--- src/rtl/alu_op_issuer.sv ---
// alu_op_issuer: decodes ALUOp/funct into ALU_control/bonus_control and issues the
// result through a registered output stage backed by a one-entry skid buffer.
module alu_op_issuer #(
    parameter int unsigned TAG_W = 5,
    parameter int unsigned CNT_W = 8
) (
    input  logic             clk,
    input  logic             rst_n,
    input  logic             in_valid,
    output logic             in_ready,
    input  logic [2:0]       in_aluop,
    input  logic [5:0]       in_funct,
    input  logic [TAG_W-1:0] in_tag,
    output logic             out_valid,
    input  logic             out_ready,
    output logic [3:0]       ALU_control,
    output logic [2:0]       bonus_control,
    output logic [TAG_W-1:0] out_tag,
    output logic             out_illegal,
    output logic [CNT_W-1:0] illegal_cnt
);

    // Decoded operation plus its tag; one of these lives in each storage slot.
    typedef struct packed {
        logic [3:0]       ctrl;
        logic [2:0]       bonus;
        logic [TAG_W-1:0] tag;
        logic             illegal;
    } entry_t;

    entry_t           dec;
    entry_t           out_q, out_d;
    entry_t           skid_q, skid_d;
    logic             out_valid_q, out_valid_d;
    logic             skid_valid_q, skid_valid_d;
    logic [CNT_W-1:0] cnt_q, cnt_d;
    logic             accept, xfer;

    // Decode the offered operation; unknown encodings fall back to ADD and flag illegal.
    always_comb begin
        dec.ctrl    = 4'd2;
        dec.bonus   = 3'b000;
        dec.tag     = in_tag;
        dec.illegal = 1'b0;
        unique case (in_aluop)
            3'b000: dec.ctrl = 4'd2;
            3'b001: dec.ctrl = 4'd6;
            3'b011: dec.ctrl = 4'd7;
            3'b100: dec.ctrl = 4'd1;
            3'b101: dec.ctrl = 4'd0;
            3'b010: begin
                unique case (in_funct)
                    6'h20: dec.ctrl = 4'd2;
                    6'h22: dec.ctrl = 4'd6;
                    6'h24: dec.ctrl = 4'd0;
                    6'h25: dec.ctrl = 4'd1;
                    6'h18: dec.ctrl = 4'd8;
                    6'h2A: begin dec.ctrl = 4'd7; dec.bonus = 3'b000; end
                    6'h2B: begin dec.ctrl = 4'd7; dec.bonus = 3'b001; end
                    6'h2C: begin dec.ctrl = 4'd7; dec.bonus = 3'b010; end
                    6'h2D: begin dec.ctrl = 4'd7; dec.bonus = 3'b011; end
                    6'h2E: begin dec.ctrl = 4'd7; dec.bonus = 3'b110; end
                    6'h2F: begin dec.ctrl = 4'd7; dec.bonus = 3'b100; end
                    default: dec.illegal = 1'b1;
                endcase
            end
            default: dec.illegal = 1'b1;
        endcase
    end

    assign in_ready = !skid_valid_q;
    assign accept   = in_valid && in_ready;
    assign xfer     = out_valid_q && out_ready;

    // Next-state for output register, skid register and illegal counter.
    always_comb begin
        out_d        = out_q;
        out_valid_d  = out_valid_q;
        skid_d       = skid_q;
        skid_valid_d = skid_valid_q;
        cnt_d        = cnt_q;

        if (skid_valid_q) begin
            // in_ready is low here, so only draining is possible.
            if (xfer) begin
                out_d        = skid_q;
                out_valid_d  = 1'b1;
                skid_valid_d = 1'b0;
            end
        end else if (accept) begin
            if (!out_valid_q || xfer) begin
                out_d       = dec;
                out_valid_d = 1'b1;
            end else begin
                skid_d       = dec;
                skid_valid_d = 1'b1;
            end
        end else if (xfer) begin
            out_valid_d = 1'b0;
        end

        if (accept && dec.illegal && (cnt_q != {CNT_W{1'b1}})) begin
            cnt_d = cnt_q + 1'b1;
        end
    end

    // State registers; reset discards both stored entries.
    always_ff @(posedge clk or negedge rst_n) begin
        if (!rst_n) begin
            out_q        <= '0;
            out_valid_q  <= 1'b0;
            skid_q       <= '0;
            skid_valid_q <= 1'b0;
            cnt_q        <= '0;
        end else begin
            out_q        <= out_d;
            out_valid_q  <= out_valid_d;
            skid_q       <= skid_d;
            skid_valid_q <= skid_valid_d;
            cnt_q        <= cnt_d;
        end
    end

    assign out_valid     = out_valid_q;
    assign ALU_control   = out_q.ctrl;
    assign bonus_control = out_q.bonus;
    assign out_tag       = out_q.tag;
    assign out_illegal   = out_q.illegal;
    assign illegal_cnt   = cnt_q;

endmodule

--- config.mk ---
export PLATFORM = sky130hd
export DESIGN_NAME = alu_op_issuer
export DESIGN_NICKNAME = d
export VERILOG_FILES = /design/src/rtl/alu_op_issuer.sv
export SDC_FILE = /design/constraint.sdc
export NUM_CORES = 1
export LEC_CHECK = 0
export ABC_AREA = 1
export BUFFER_PORTS_ARGS = -buffer_cell sky130_fd_sc_hd__buf_2
export CAP_MARGIN = 10
export CELL_PAD_IN_SITES_DETAIL_PLACEMENT = 0
export CELL_PAD_IN_SITES_GLOBAL_PLACEMENT = 2
export CORE_MARGIN = 8
export CORE_UTILIZATION = 34
export CTS_BUF_LIST = sky130_fd_sc_hd__clkbuf_8
export CTS_CLUSTER_SIZE = 14
export DETAILED_ROUTE_END_ITERATION = 16
export PLACE_DENSITY_LB_ADDON = 0.08
export SLEW_MARGIN = 10
export SYNTH_ARGS = -nofsm -noshare
export SYNTH_HDL_FRONTEND = slang
export SYNTH_SLANG_ARGS = --single-unit
--- constraint.sdc ---
create_clock -name clk -period 2.6 [get_ports clk]
set_clock_uncertainty 0.15 [all_clocks]
set_input_delay 0.26 -clock clk [delete_from_list [all_inputs] [get_ports clk]]
set_output_delay 0.26 -clock clk [all_outputs]
set_load 0.005 [all_outputs]
# Yosys cells after proc, flatten, opt, wreduce, memory -nomap -nowiden
# Index checks and enable logic that the tools add are counted.
[totals] regBits=36 latchBits=0 ram_bits=0 rom_bits=0 input_bits=18 output_inout_bits=23 word_cells=69 memories=0
[classes] addsub=1 n_mul=0 div=0 n_lt_le_gt_ge=0 n_eq_ne=19 shift=0 muxes=19 bitwise_logic=2 reduce_logical=17
[ops] operator="$eq 6x6->1 const B" n=10
[ops] operator="$mux 13" n=4
[ops] operator="$pmux 4 s5" n=2
[ops] operator="$pmux 3 s5" n=1
[ops] operator="$reduce_or 11->1" n=1
[ops] operator="$mux 1" n=10
[ops] operator="$reduce_and 3->1" n=3
[ops] operator="$add 8x1->8 const B" n=1
[ops] operator="$ne 8x8->1 const B" n=1
[ops] operator="$eq 3x2->1 const B" n=2
[ops] operator="$eq 3x3->1 const B" n=2
[ops] operator="$eq 6x5->1 const B" n=1
[ops] operator="$reduce_bool 2->1" n=3
[ops] operator="$reduce_or 6->1" n=1
[ops] operator="$reduce_or 5->1" n=1
[ops] operator="$logic_and 1x1->1" n=4
[ops] operator="$eq 3x1->1 const B" n=1
[ops] operator="$logic_not 3->1" n=1
[ops] operator="$mux 3" n=1
[ops] operator="$ne 3x2->1 const B" n=1
[ops] operator="$logic_not 1->1" n=2
[ops] operator="$ne 2x1->1 const B" n=1
[ops] operator="$not 1->1" n=2
[ops] operator="$pmux 1 s2" n=1
[ops] operator="$logic_or 1x1->1" n=1

# Logic depth before layout (Yosys ltp)
[depth] ltp_word=7 mapped_depth=12 mapped_depth_nobuf=11

# Worst setup path after synthesis
# No wires, ideal clock.
[synth_timing] path_type="register to register" start="register cnt_q[0], in the netlist illegal_cnt[0]" end="register cnt_q[2], in the netlist illegal_cnt[2]" setup_ns=0.074 arrival_ns=1.296 required_ns=2.376 setup_slack_ns=1.080 stages_incl_launch_ff=8 n_path_buf=0 period_less_slack_ns=1.520 path_cell_list="dfrtp_1 ha_1 nand3_1 nor3_1 nor2_4 nand2_4 nand2_1 o21ai_2"
[synth_via] elab_chain_cells=2 elab_cells_between_ends=3 classes_between="add/sub: 1; eq/ne: 1; reduce/logical: 1"
[synth_lines] item="from (decl)" line="36" rtl="logic [CNT_W-1:0] cnt_q, cnt_d;"
[synth_lines] item="from (signal assigned)" line="120" rtl="cnt_q <= cnt_d;"
[synth_lines] item="branches (longest 2 deep; another with $add 8x1->8)"
# Several ways; the timed one is not identified.
# A chain may end at the register's enable or synchronous reset.

# Worst setup path in the final report
[layout_timing] start="register skid_valid_q" end="output port in_ready"
[layout_via] elab_chain_cells=1
[layout_lines] item="from (decl)" line="35" rtl="logic skid_valid_q, skid_valid_d;"
[layout_lines] item="from (signal assigned)" line="119" rtl="skid_valid_q <= skid_valid_d;"
[layout_lines] item="$logic_not 1->1" line="71" rtl="assign in_ready = !skid_valid_q;"
[layout_lines] item="to (decl)" line="10" rtl="output logic in_ready,"
# No other way between the ends.

==> results.toml <==
[pwr]
clkPwrFrac_pct = 19.4
combPwrFrac_pct = 36.9
p_int_mw = 1.32
swShare_pct = 39.8
seq_power_share_pct = 43.7
switchingPower_mw = 0.877
cellPowerDensity_mw_per_mm2 = 959
peakVddDrop_mv = 0.456
power.leakage_nw = 1.20

[drt]
drc = 0
met3_length_um = 259
dr.first_iter.drc_count = 79
postRouteAntennaNets = 0
finalWirelength_um = 5040
dr_wl_met2_um = 2210
drt_pass1_iterations = 4
wirelength_met1_um = 2490
via_per_inst = 4.70
top_layer = "met4"
routedWlPerCell_um = 13.8
vias = 1715

[clock_tree]
cts_buffers = 5
cts_buffer_depth = 2
clk_pin_slew_worst_paths_ps = 80
clk_latency_ps = 290
post-cts-setup-buffer-count = 0
htreeDepth = 2
cts_tree = "done"
holdBufCountCts = 1
root_buffer = "clkbuf_8"
cts.sink_count = 36
post_cts_resized = 0

[cells_and_area]
drive_gt1_share_pct = 20.8
antennaDiodeCount = 0
seqCellArea_sq_um = 901
final_nets = 312
area_growth_pct = 19.2
multiInputGateArea_sq_um = 911
final_cells = 365
nFillCells = 600

[global_routing]
grt_overflow = 0
grt_max_degree = 37
antenna_found_initial = 0
grt_util_all_layers_pct = 12.6
grt_pass1_vias = 1760
grt_pass1_wl_um = 8510

[synth]
synth_cell_types = 29
syn_inst = 250
syn_area_sq_mm = 0.00193
ys_seq_elements = 36
syn-mean-instance-area_sq_um = 7.71
ys.warnings.count = 0
synth_fp_nets = 270
ys_seq_area_share_pct = 46.8

[worst_setup_path]
arrival_ps = 1620
crit_type = "register to output port"
endpoint_kind = "output port"
path_max_fanout = 17
worst_setup_path_start_kind = "register"
worstPathRequired_ps = 2190

[timing]
rsz0062_at_grt = "no"
timing.fmax_mhz = 492
slew_viol_final = 0
setup_tns_ps = 0
hold_viol = 0
fin_crit_sh_pct = 78.2
worst_pin_slew_ps = 839
worst_slack_ps = 567
slew_headroom_pct = 44.1
period_minus_slack_ps = 2030
setup_viol = 0

[placed_design]
dp_slack_ps = 807
port_buffers = 40
routabilityCongestion = 0.793
post-place-cells = 356
dp_hpwl_um = 3600

[run]
drv_cap = 0

[die]
die_w_um = 91.3
ios = 41
die_y_um = 91.3
die-area_sq_mm = 0.00833
coreArea_sq_mm = 0.00551
start_util_pct = 35.0
num_rows = 27

[min_path]
hold_path.class = "primary input to register"

[run_status]
status = "completed"
## cell usage after synthesis
library cell / number / share of area (%)
o21ai_1: 2 / 0.52
inv_2: 2 / 0.39
o21ai_0: 5 / 1.3
nor2_1: 23 / 4.5
buf_4: 1 / 0.39
xor2_1: 1 / 0.45
o21bai_1: 1 / 0.39
o211ai_4: 1 / 1.1
buf_2: 5 / 1.3
nand3_1: 23 / 6.0
nor2_2: 1 / 0.32
a31oi_1: 5 / 1.6
nand4_1: 4 / 1.3
ha_1: 2 / 1.3
a21boi_0: 1 / 0.39
a21oi_1: 12 / 3.1
o21ai_2: 2 / 0.91
xnor2_1: 5 / 2.3
dfrtp_1: 36 / 47
nand3b_1: 1 / 0.39
buf_1: 1 / 0.19
nand2_2: 1 / 0.32
inv_1: 18 / 3.5
nor3_1: 3 / 0.78
nand2_4: 2 / 1.2
nor3_4: 1 / 0.84
nor2_4: 2 / 1.2
nand2_1: 88 / 17
clkbuf_1: 1 / 0.19
## cell type report
class,instances,area share [%]
clock inverters,2,0.490
clock buffers,6,3.60
repair buffers,43,9.81
inverters,20,3.27
well taps,72,3.92
multi-input cells,186,39.7
flip-flops and latches,36,39.2
## critical path, cell delays in order (launching register included)
cell and delay (ps):
dfrtp_1 670, inv_1 410, buf_2 240
## worst paths after layout
path	startpoint	endpoint	slack, ps	cells past startpoint
max	skid_valid_q	in_ready	570	2
min	in_tag[2]	skid_q[3]	20	3
max reg2reg	skid_valid_q	ALU_control[1]	800	6
min reg2reg	skid_q[5]	skid_q[5]	320	2
max in group asynchronous	rst_n	bonus_control[1]	1320	2
min in group asynchronous	rst_n	skid_q[6]	450	2
## flip-flops by register name (all words and copies together), names as in the netlist
name / flops
ALU_control: 4
bonus_control: 3
out_tag: 5
skid_q: 13
illegal_cnt: 8
out_illegal: 1
skid_valid_q: 1
out_valid: 1
## cell families after synthesis
| logic type | count (synthesis) | share of synthesized area [%] |
|---|---|---|
| AND/OR/NAND/NOR | 149 | 33.9 |
| flip-flops | 36 | 46.8 |
| AO/OA/AOI/OAI | 29 | 9.35 |
| buffers and inverters | 28 | 5.97 |
| XOR/XNOR | 6 | 2.73 |
| adder cells (fa/ha/maj) | 2 | 1.30 |
## cell usage in the layout, fill, tap and decap left out, types with 2 or more instances in the layout
| master | instances |
|---|---|
| nor2_1 | 23 |
| o21ai_1 | 2 |
| a31oi_1 | 5 |
| o21ai_2 | 2 |
| nor3_1 | 3 |
| buf_2 | 40 |
| nand2_4 | 2 |
| xnor2_1 | 5 |
| dfrtp_1 | 36 |
| o21ai_0 | 5 |
| nand3_1 | 23 |
| nand2_1 | 88 |
| nor2_4 | 2 |
| a21oi_1 | 12 |
| inv_1 | 19 |
| nand4_1 | 4 |
| buf_4 | 2 |
| clkbuf_8 | 6 |
| ha_1 | 2 |
| inv_2 | 2 |
## per-layer routing
| metal | GRT usage [%] | vias to the layer above |
|---|---|---|
| li1 | - | 883 |
| met1 | 16.3 | 787 |
| met2 | 19.2 | 38 |
| met3 | 3.79 | 7 |
| met4 | 4.91 | 0 |
| met5 | 0 | - |
## per-stage QoR
stage               hold WS (ps)  utilization [%]  area, sq um  power, mW
floorplan                   -186                -         1930       1.46
CTS                         11.8             41.7         2300       2.24
detailed placement           257             39.8         2190       1.80
global route                15.2             41.7         2300       2.40
global placement             271             39.8         2190       1.80
finish                      23.1             41.7         2300       2.20
## power groups by stage
| stage | clock (mW) | sequential (mW) | combinational [mW] |
|---|---|---|---|
| floorplan | 0 | 0.927 | 0.536 |
| global route | 0.459 | 0.997 | 0.940 |
| global placement | 0 | 0.978 | 0.824 |
| detailed placement | 0 | 0.973 | 0.831 |
| CTS | 0.440 | 0.968 | 0.834 |
| finish | 0.426 | 0.962 | 0.813 |
(Power assumes the default switching activity.)
